--- config.mk ---
export PLATFORM = sky130hd
export DESIGN_NAME = cop0_ctrl_flat
export DESIGN_NICKNAME = d
export VERILOG_FILES = /design/src/rtl/cop0_pkg.sv /design/src/rtl/cop0_ctrl_if.sv /design/src/rtl/cop0_timer.sv /design/src/rtl/cop0_ctrl.sv /design/src/flat_wrapper.sv
export SDC_FILE = /design/constraint.sdc
export NUM_CORES = 1
export LEC_CHECK = 0
export ABC_AREA = 1
export BUFFER_PORTS_ARGS = -buffer_cell sky130_fd_sc_hd__buf_4
export CORE_ASPECT_RATIO = 1.4
export CORE_MARGIN = 4
export CORE_UTILIZATION = 57
export CTS_CLUSTER_SIZE = 40
export DETAILED_ROUTE_END_ITERATION = 8
export PLACE_DENSITY = 0.86
export SYNTH_ARGS = -nofsm -noshare
export SYNTH_HDL_FRONTEND = slang
export SYNTH_HIERARCHICAL = 1
export SYNTH_SLANG_ARGS = --single-unit
--- constraint.sdc ---
create_clock -name clk -period 3.82 [get_ports clk]
set_input_delay 0.382 -clock clk [delete_from_list [all_inputs] [get_ports clk]]
set_output_delay 0.382 -clock clk [all_outputs]
set_load 0.05 [all_outputs]
--- src/rtl/cop0_pkg.sv ---
// cop0_pkg: shared constants for the CP0 controller.
//   Register numbers, cop_op encodings, ExcCode values, STATUS bit
//   positions and the masks of software-writable STATUS/CAUSE fields.
package cop0_pkg;

    localparam logic [4:0] REG_COUNT     = 5'd9;
    localparam logic [4:0] REG_COMPARE   = 5'd11;
    localparam logic [4:0] REG_STATUS    = 5'd12;
    localparam logic [4:0] REG_CAUSE     = 5'd13;
    localparam logic [4:0] REG_EPC       = 5'd14;
    localparam logic [4:0] REG_ERROR_EPC = 5'd30;

    typedef enum logic [2:0] {
        COP_OP_NOP = 3'd0,
        COP_OP_MV  = 3'd1,
        COP_OP_EN  = 3'd2,
        COP_OP_DIS = 3'd3,
        COP_OP_RET = 3'd4,
        COP_OP_SYS = 3'd5,
        COP_OP_BRK = 3'd6
    } cop_op_e;

    localparam logic [4:0] EXC_INT = 5'd0;
    localparam logic [4:0] EXC_SYS = 5'd8;
    localparam logic [4:0] EXC_BP  = 5'd9;

    localparam int unsigned ST_IE    = 0;
    localparam int unsigned ST_EXL   = 1;
    localparam int unsigned ST_ERL   = 2;
    localparam int unsigned ST_UM    = 4;
    localparam int unsigned ST_IM_LO = 8;
    localparam int unsigned ST_IM_HI = 15;
    localparam int unsigned ST_BEV   = 22;

    // STATUS: BEV(22), IM(15:8), UM(4), ERL(2), EXL(1), IE(0)
    localparam logic [31:0] STATUS_WR_MASK = 32'h0040_FF17;
    // CAUSE: software interrupt bits IP1:IP0 only
    localparam logic [31:0] CAUSE_WR_MASK  = 32'h0000_0300;

endpackage

--- src/rtl/cop0_ctrl_if.sv ---
// cop0_ctrl_if: pipeline <-> CP0 bundle.
//   master: pipeline side (drives register access, ops, exceptions)
//   slave : CP0 side (returns rd_data, redirect, old_status, kernel_mode)
interface cop0_ctrl_if;
    logic [4:0]  reg_num;
    logic [2:0]  reg_sel;
    logic        wr_en;
    logic [31:0] wr_data;
    logic [31:0] rd_data;
    logic [2:0]  cop_op;
    logic        op_valid;
    logic [31:0] op_pc;
    logic        exc_req;
    logic [4:0]  exc_code;
    logic        redirect_valid;
    logic [31:0] redirect_pc;
    logic [31:0] old_status;
    logic        kernel_mode;

    modport master (
        output reg_num, reg_sel, wr_en, wr_data, cop_op, op_valid, op_pc,
               exc_req, exc_code,
        input  rd_data, redirect_valid, redirect_pc, old_status, kernel_mode
    );

    modport slave (
        input  reg_num, reg_sel, wr_en, wr_data, cop_op, op_valid, op_pc,
               exc_req, exc_code,
        output rd_data, redirect_valid, redirect_pc, old_status, kernel_mode
    );
endinterface

--- src/rtl/cop0_timer.sv ---
// cop0_timer: free-running COUNT, COMPARE and the sticky timer interrupt.
//   clk, rst_n            : clock, async active-low reset
//   wr_count, wr_compare  : mtc0 strobes for COUNT / COMPARE
//   wr_data               : mtc0 data
//   count, compare        : register values
//   ip7                   : timer interrupt pending (cleared by COMPARE write)
module cop0_timer (
    input  logic        clk,
    input  logic        rst_n,
    input  logic        wr_count,
    input  logic        wr_compare,
    input  logic [31:0] wr_data,
    output logic [31:0] count,
    output logic [31:0] compare,
    output logic        ip7
);
    logic [31:0] count_inc;

    assign count_inc = count + 32'd1;

    always_ff @(posedge clk or negedge rst_n) begin
        if (!rst_n) begin
            count   <= '0;
            compare <= '0;
            ip7     <= 1'b0;
        end else begin
            count <= wr_count ? wr_data : count_inc;
            if (wr_compare)
                compare <= wr_data;
            // Match is checked on the incremented value only; a COUNT write
            // overrides the increment and therefore cannot raise IP7.
            if (wr_compare)
                ip7 <= 1'b0;
            else if (!wr_count && count_inc == compare)
                ip7 <= 1'b1;
        end
    end
endmodule

--- src/rtl/cop0_ctrl.sv ---
// cop0_ctrl: coprocessor-0 controller beside the execute stage.
//   clk, rst_n : clock, async active-low reset
//   bus        : cop0_ctrl_if.slave (mfc0/mtc0, ops, exceptions, redirect)
//   hw_int     : level-sensitive external interrupts -> CAUSE.IP[2+:NUM_HW_INT]
// Optional: define COP0_TIMER_EN to build COUNT/COMPARE and the IP7 timer;
// otherwise COUNT/COMPARE read 0 and IP7 is 0.
module cop0_ctrl
    import cop0_pkg::*;
#(
    parameter int unsigned NUM_HW_INT   = 5,
    parameter logic [31:0] EXC_VECTOR   = 32'h0000_3000,
    parameter logic [31:0] BOOT_VECTOR  = 32'hBFC0_0380,
    parameter logic [31:0] STATUS_RESET = 32'h0040_0004
) (
    input  logic                  clk,
    input  logic                  rst_n,
    cop0_ctrl_if.slave            bus,
    input  logic [NUM_HW_INT-1:0] hw_int
);
    logic [31:0] status_q, epc_q, error_epc_q, cause;
    logic [1:0]  sw_ip_q;
    logic [4:0]  hw_ip_q, exc_code_q, entry_code;
    logic [31:0] count, compare;
    logic        ip7;
    logic        mtc0, int_take, op_ok, entry, take_ret, take_en, take_dis;
    logic [31:0] target;

`ifdef COP0_TIMER_EN
    cop0_timer u_timer (
        .clk        (clk),
        .rst_n      (rst_n),
        .wr_count   (mtc0 && bus.reg_num == REG_COUNT),
        .wr_compare (mtc0 && bus.reg_num == REG_COMPARE),
        .wr_data    (bus.wr_data),
        .count      (count),
        .compare    (compare),
        .ip7        (ip7)
    );
`else
    assign count   = '0;
    assign compare = '0;
    assign ip7     = 1'b0;
`endif

    assign cause = {16'd0, ip7, hw_ip_q, sw_ip_q, 1'b0, exc_code_q, 2'b00};
    assign bus.kernel_mode = ~status_q[ST_UM] | status_q[ST_EXL] | status_q[ST_ERL];

    always_comb begin
        int_take = status_q[ST_IE] & ~status_q[ST_EXL] & ~status_q[ST_ERL] &
                   (|(cause[15:8] & status_q[ST_IM_HI:ST_IM_LO]));
        // exc_req and int_take both pre-empt whatever op sits in the stage.
        op_ok    = bus.op_valid & ~bus.exc_req & ~int_take;
        mtc0     = op_ok && bus.cop_op == COP_OP_MV && bus.wr_en && bus.reg_sel == 3'd0;
        take_ret = op_ok && bus.cop_op == COP_OP_RET;
        take_en  = op_ok && bus.cop_op == COP_OP_EN;
        take_dis = op_ok && bus.cop_op == COP_OP_DIS;
        entry    = bus.exc_req | int_take |
                   (op_ok && (bus.cop_op == COP_OP_SYS || bus.cop_op == COP_OP_BRK));
        if (bus.exc_req)                  entry_code = bus.exc_code;
        else if (int_take)                entry_code = EXC_INT;
        else if (bus.cop_op == COP_OP_SYS) entry_code = EXC_SYS;
        else                              entry_code = EXC_BP;
        if (take_ret)
            target = status_q[ST_ERL] ? error_epc_q : epc_q;
        else
            target = status_q[ST_BEV] ? BOOT_VECTOR : EXC_VECTOR;
    end

    always_comb begin
        bus.rd_data = '0;
        if (bus.reg_sel == 3'd0) begin
            case (bus.reg_num)
                REG_COUNT:     bus.rd_data = count;
                REG_COMPARE:   bus.rd_data = compare;
                REG_STATUS:    bus.rd_data = status_q;
                REG_CAUSE:     bus.rd_data = cause;
                REG_EPC:       bus.rd_data = epc_q;
                REG_ERROR_EPC: bus.rd_data = error_epc_q;
                default:       bus.rd_data = '0;
            endcase
        end
    end

    always_ff @(posedge clk or negedge rst_n) begin
        if (!rst_n) begin
            status_q           <= STATUS_RESET;
            sw_ip_q            <= '0;
            hw_ip_q            <= '0;
            exc_code_q         <= '0;
            epc_q              <= '0;
            error_epc_q        <= '0;
            bus.old_status     <= '0;
            bus.redirect_valid <= 1'b0;
            bus.redirect_pc    <= '0;
        end else begin
            hw_ip_q            <= 5'(hw_int);
            bus.redirect_valid <= entry | take_ret;
            if (entry | take_ret)
                bus.redirect_pc <= target;

            if (entry) begin
                if (!status_q[ST_EXL])
                    epc_q <= bus.op_pc;
                status_q[ST_EXL] <= 1'b1;
                exc_code_q       <= entry_code;
            end else if (take_ret) begin
                if (status_q[ST_ERL])
                    status_q[ST_ERL] <= 1'b0;
                else
                    status_q[ST_EXL] <= 1'b0;
            end else if (take_en | take_dis) begin
                bus.old_status  <= status_q;
                status_q[ST_IE] <= take_en;
            end else if (mtc0) begin
                case (bus.reg_num)
                    REG_STATUS:    status_q <= (status_q & ~STATUS_WR_MASK) |
                                               (bus.wr_data & STATUS_WR_MASK);
                    REG_CAUSE:     sw_ip_q <= bus.wr_data[9:8] & CAUSE_WR_MASK[9:8];
                    REG_EPC:       epc_q <= bus.wr_data;
                    REG_ERROR_EPC: error_epc_q <= bus.wr_data;
                    default:       ;
                endcase
            end
        end
    end
endmodule

--- src/flat_wrapper.sv ---
// flat-port wrapper written by rule: the top's interface ports become plain ports
module cop0_ctrl_flat import cop0_pkg::*;
#(
    parameter int unsigned NUM_HW_INT   = 5,
    parameter logic [31:0] EXC_VECTOR   = 32'h0000_3000,
    parameter logic [31:0] BOOT_VECTOR  = 32'hBFC0_0380,
    parameter logic [31:0] STATUS_RESET = 32'h0040_0004
)
  (clk, rst_n, hw_int, bus_reg_num, bus_reg_sel, bus_wr_en, bus_wr_data, bus_cop_op, bus_op_valid, bus_op_pc, bus_exc_req, bus_exc_code, bus_rd_data, bus_redirect_valid, bus_redirect_pc, bus_old_status, bus_kernel_mode);
  cop0_ctrl_if bus_i ();
  input  logic clk;
  input  logic rst_n;
  input  logic [NUM_HW_INT-1:0] hw_int;
  input wire logic [$bits(bus_i.reg_num)-1:0] bus_reg_num;
  input wire logic [$bits(bus_i.reg_sel)-1:0] bus_reg_sel;
  input wire logic [$bits(bus_i.wr_en)-1:0] bus_wr_en;
  input wire logic [$bits(bus_i.wr_data)-1:0] bus_wr_data;
  input wire logic [$bits(bus_i.cop_op)-1:0] bus_cop_op;
  input wire logic [$bits(bus_i.op_valid)-1:0] bus_op_valid;
  input wire logic [$bits(bus_i.op_pc)-1:0] bus_op_pc;
  input wire logic [$bits(bus_i.exc_req)-1:0] bus_exc_req;
  input wire logic [$bits(bus_i.exc_code)-1:0] bus_exc_code;
  output wire logic [$bits(bus_i.rd_data)-1:0] bus_rd_data;
  output wire logic [$bits(bus_i.redirect_valid)-1:0] bus_redirect_valid;
  output wire logic [$bits(bus_i.redirect_pc)-1:0] bus_redirect_pc;
  output wire logic [$bits(bus_i.old_status)-1:0] bus_old_status;
  output wire logic [$bits(bus_i.kernel_mode)-1:0] bus_kernel_mode;
  assign bus_i.reg_num = bus_reg_num;
  assign bus_i.reg_sel = bus_reg_sel;
  assign bus_i.wr_en = bus_wr_en;
  assign bus_i.wr_data = bus_wr_data;
  assign bus_i.cop_op = bus_cop_op;
  assign bus_i.op_valid = bus_op_valid;
  assign bus_i.op_pc = bus_op_pc;
  assign bus_i.exc_req = bus_exc_req;
  assign bus_i.exc_code = bus_exc_code;
  assign bus_rd_data = bus_i.rd_data;
  assign bus_redirect_valid = bus_i.redirect_valid;
  assign bus_redirect_pc = bus_i.redirect_pc;
  assign bus_old_status = bus_i.old_status;
  assign bus_kernel_mode = bus_i.kernel_mode;
  cop0_ctrl #(.NUM_HW_INT(NUM_HW_INT), .EXC_VECTOR(EXC_VECTOR), .BOOT_VECTOR(BOOT_VECTOR), .STATUS_RESET(STATUS_RESET)) u_core (.clk(clk), .rst_n(rst_n), .bus(bus_i), .hw_int(hw_int));
endmodule
---- Yosys cells after proc, flatten, opt, wreduce, memory -nomap -nowiden ----
Index checks and enable logic that the tools add are counted.
word-level totals
  input bits .............................. 90
  logic and storage cells ................. 96
  output and inout port bits .............. 98
  bits in registers ....................... 173
cells by class
  eq/ne operators ......................... 16
  reduce and logical (&&, ||, !) cells .... 26
  muxes and demuxes ....................... 21
  bitwise gates (word level) .............. 21
operators by type and width
  kind                                                                   count
  32-bit two-way mux                                                     10
  32-bit one-hot mux with 4 select lines                                 1
  32-bit by 23-bit OR with 32-bit output                                 1
  5-bit AND reduction                                                    4
  5-bit by 4-bit equality test with 1-bit output, second input constant  3
  4-bit AND reduction                                                    3
  2-bit nonzero test                                                     6
  3-bit equality test, second input constant                             3
  7-bit by 8-bit AND with 8-bit output                                   1
  1-bit NOT                                                              8
  8-bit OR reduction                                                     1
  1-bit logical AND                                                      7
  3-bit by 2-bit equality test with 1-bit output, second input constant  2
  3-bit two-way mux                                                      2
  2-bit by 1-bit != test with 1-bit output, second input constant        3
  1-bit OR                                                               6
  3-bit nonzero test                                                     2
  1-bit AND                                                              5
  5-bit equality test, second input constant                             1
  5-bit two-way mux                                                      1
  1-bit two-way mux                                                      4
  2-bit two-way mux                                                      2
  4-bit two-way mux                                                      1
  3-bit by 1-bit equality test with 1-bit output, second input constant  1
  6 further kinds                                                        6

---- Logic depth before layout (Yosys ltp) ----
  word-level depth ........................ 13
  depth in mapped cells ................... 12
  mapped depth without buffers ............ 11

---- Worst setup path after synthesis ----
Ideal clock, no wire load.
  path kind ............................... input to output
  start ................................... input port bus_reg_num[1]
  end ..................................... output port bus_rd_data[10]
  data required time ...................... 3.438 ns
  buffers on the path ..................... 1
  cell stages on the path ................. 8
  setup slack ............................. 1.360 ns
  data arrival time ....................... 2.078 ns
  cell sequence ........................... inv_1 nand3_1 inv_1 nand3_2 a31oi_2 inv_2 buf_2 a21oi_1
between the ends
  cells in the longest elaborated chain, start to end .. 3
  elaborated cells on any way between the ends .. 6
  classes of those cells .................. 4 x eq/ne; 2 x mux
RTL lines
  what                                                                                   line                RTL
  start, declared                                                                        flat_wrapper.sv:14  input wire logic [$bits(bus_i.reg_num)-1:0] bus_reg_num;
  5-bit equality test or 5-bit by 4-bit equality test with 1-bit output (tied branches)  cop0_ctrl.sv:72     case (bus.reg_num)
  32-bit one-hot mux with 4 select lines (*)                                             cop0_ctrl.sv:72
  32-bit two-way mux (*)                                                                 cop0_ctrl.sv:71     if (bus.reg_sel == 3'd0) begin
  end, declared                                                                          flat_wrapper.sv:23  output wire logic [$bits(bus_i.rd_data)-1:0] bus_rd_data;
Every way passes the cells marked *; elsewhere a longest branch is shown, timed or not.

---- Final worst setup path ----
  start ................................... register u_core.status_q[2]
  end ..................................... output port bus_rd_data[2]
between the ends
  cells in the longest elaborated chain, start to end .. 2
RTL lines
  what                                    line              RTL
  start, declared                         cop0_ctrl.sv:20   logic [31:0] status_q, epc_q, error_epc_q, cause;
  start signal, assigned by index         cop0_ctrl.sv:113  status_q[ST_IE] <= take_en;
  start signal, assigned                  cop0_ctrl.sv:116  REG_STATUS: status_q <= (status_q & ~STATUS_WR_MASK) |
  32-bit one-hot mux with 4 select lines  cop0_ctrl.sv:72
  32-bit two-way mux                      cop0_ctrl.sv:71
No other way between the ends.

==> reports/qor.csv <==
stage,metric,value,unit
timing,tns,0,ps
setup_path,endpoint_kind,primary output,
detailed_routing,drt_first_iter_violations,605,
clocking,clk_pin_slew,60,ps
synthesis,synth_edf_count,0,
cells_and_area,nFillCells,910,
synthesis,ys_warn_count,6,
synthesis,synth_cells,932,
timing,fin_worst_skew,5.78,ps
timing,period_needed,2980,ps
timing,fmax,335,MHz
detailed_routing,drtAntennaViolNets,0,
clocking,insertion_delay,420,ps
synthesis,netlist_area,0.00703,mm2
power_and_ir_drop,combPwrFrac,0.310,
clocking,cts_max_path_buffers,2,
floorplan,die_area,0.0142,mm2
global_routing,grt_max_degree,114,
floorplan,die_w,102,um
synthesis,synth_ff_type,dfrtp_1,
setup_path,rrSetupSlack,1070,ps
cells_and_area,drive_gt1_frac,0.233,
cells_and_area,utilization,0.740,
synthesis,synth_top_area_frac,0.474,
clocking,htree_levels,4,
timing,fin_crit_sh,0.780,
power_and_ir_drop,swShare,0.367,
setup_path,r2r_end,u_core/bus.redirect_pc[23],
global_routing,gr-total-overflow,0,
run,cap_viol_max_count,0,
cells_and_area,diodes,0,
synthesis,seq_area_frac_synth,0.481,
timing,timing_max_transition_violations_final,0,
timing,finalHoldViolCount,0,
setup_path,reg2reg_depth,7,
detailed_routing,drt_first_pass_iters,6,
placement,dpl.hpwl,13.9,mm
synthesis,netlist_top_cells_area,"dfrtp_1, nand2_1, o21ai_0, inv_1, nand3_1",
power_and_ir_drop,clockPowerShare,0.331,
setup_path,critPathKind,register to primary output,
clocking,clock_sink_count,135,
placement,portBuffers,168,
timing,maxSlewHeadroom,0.181,
power_and_ir_drop,peakVddDrop,0.467,mV
global_routing,grt_pass1_wl,33.1,mm
timing,tightest_slew,1230,ps
cells_and_area,final_area,0.00883,mm2
global_routing,grt_pass1_vias,6740,
global_routing,track_usage,0.296,
clocking,clock-root-buffer,clkbuf_16,
power_and_ir_drop,total_leakage_power,4.61,nW
floorplan,chipHeight,139,um
timing,setup_viol,0,
detailed_routing,drt-total-wl,20.5,mm
synthesis,async_flop_share,1.00,
status,outcome,finished clean,
floorplan,io_pins,188,
detailed_routing,vias_per_cell,5.62,
clocking,cts_hold_buf,0,
power_and_ir_drop,power_density,593,mW/mm2
synthesis,ys_ff_latch,135,
setup_path,path_max_fanout,24,
detailed_routing,drcViolationCount,0,
cells_and_area,area_growth,25.8,%
timing,grt_setup_unrepaired,false,
setup_path,cp_data_required_time,3440,ps
placement,placed_cell_area,0.00821,mm2
setup_path,startpoint_type,register,
clocking,cts_resized,0,
floorplan,start_util,0.589,
setup_path,crit-reg2reg-launch,u_core/status_q[2],
detailed_routing,wl_per_cell,16.6,um
placement,gp_congestion,0.883,
synthesis,yosys.area.top_type,dfrtp_1,
global_routing,antenna_found_initial,0,
clocking,cts_buffers,17,
setup_path,crit_arrival,2600,ps
synthesis,synth_cell_type_count,35,
floorplan,fp.coreArea,0.0119,mm2
synthesis,syn_area_per_cell,7.54,um2
min_path,hold_class,primary input to async pin,
detailed_routing,vias,6918,
power_and_ir_drop,sequentialPowerShare,0.360,
power_and_ir_drop,p_int,3.32,mW
floorplan,std_cell_rows,47,
power_and_ir_drop,power.switching,1.92,mW
clocking,postCtsSetupRepairBufs,0,
clocking,cts_tree,built,
cells_and_area,nNetsFinal,1163,
-- sequential cells by signal, summed over array words and instances, names as in the netlist --
name / flops
u_core/bus.old_status: 13
u_core/error_epc_q: 32
u_core/sw_ip_q: 2
u_core/hw_ip_q: 5
u_core/exc_code_q: 5
u_core/status_q: 13
u_core/epc_q: 32
u_core/bus.redirect_pc: 32
u_core/bus.redirect_valid: 1
-- cell usage in the layout, fill, tap and decap left out, drive strengths merged, types with 2 or more instances in the layout --
cell type	netlist	routed
o21ai	148	148
a21oi	47	47
dfstp	2	2
bufinv	0	4
clkinv	0	6
nor2	45	45
dfrtp	133	133
conb	1	19
inv	82	82
a31oi	2	2
clkinvlp	0	2
nor3	2	2
nand3	46	46
nand4	4	4
o21a	2	2
clkbuf	20	19
o22ai	9	9
buf	53	177
nand2	331	331
-- stage by stage --
step | worst slack, ps | hold slack (ps) | instances | power [mW]
2_1_floorplan | 1360 | 86.4 | 950 | 3.00
3_3_place_gp | 1120 | 472 | 1201 | 3.45
3_5_place_dp | 1000 | 482 | 1201 | 3.50
4_1_cts | 883 | 55.6 | 1232 | 5.24
5_1_grt | 720 | 53.0 | 1232 | 5.50
6_report | 839 | 38.0 | 1232 | 5.24
-- layer usage --
layer	vias to the layer above	wire, um	GRT usage
met1	3243	7740	0.382
met3	67	1780	0.0581
li1	3216	-	-
met4	0	777	0.142
met2	392	10200	0.476
met5	-	0	0
-- worst max path at each step --
stage	from	endpoint	slack (ps)	depth (start not counted)
2_1_floorplan	bus_reg_num[1]	bus_rd_data[10]	1360	8
3_3_place_gp	bus_reg_num[1]	bus_rd_data[14]	1120	9
3_5_place_dp	bus_reg_num[1]	bus_rd_data[8]	1000	9
4_1_cts	u_core/status_q[2]	bus_rd_data[2]	880	5
5_1_grt	u_core/status_q[2]	bus_rd_data[2]	720	5
6_report	u_core/status_q[2]	bus_rd_data[2]	840	5
-- critical path, stage by stage, from the launching register on --
cell and delay (ps):
dfstp_2 790, inv_1 480, o21ai_0 390, a21oi_1 120, a21oi_1 180, buf_4 220
-- cell families after synthesis --
group           count (synthesis)  share of synthesized area
compound gates                211                      0.162
buf+inv                       155                      0.102
flops                         135                      0.481
other cells                     1                   0.000534
simple gates                  430                      0.254
-- area by class of cell --
class,instances,area [um2],share of cell area
multi-input cells,660,3000,0.340
well taps,147,184,0.0208
clock buffers,19,453,0.0513
inverters,82,308,0.0348
clock inverters,12,176,0.0200
flip-flops and latches,135,3380,0.383
repair buffers,177,1330,0.151
-- power groups by stage --
stage	Combinational [mW]	Sequential [mW]	Clock [mW]
6_report	1.62	1.88	1.73
4_1_cts	1.62	1.88	1.74
2_1_floorplan	0.758	2.24	0
5_1_grt	1.77	1.92	1.82
3_5_place_dp	1.60	1.90	0
3_3_place_gp	1.57	1.88	0
-- cells in the mapped netlist (3+ instances only) --
library cell,n
clkbuf_1,20
nand3_1,43
inv_1,75
o21ai_0,126
nor2_1,34
nor2_2,9
inv_2,7
nand2_1,325
buf_4,25
buf_1,3
buf_2,23
o22ai_1,9
dfrtp_1,133
a21oi_1,36
nand2_2,5
o21ai_1,22
a21oi_2,11
nand4_1,4
Note: power is estimated with default switching activity, not from simulation.
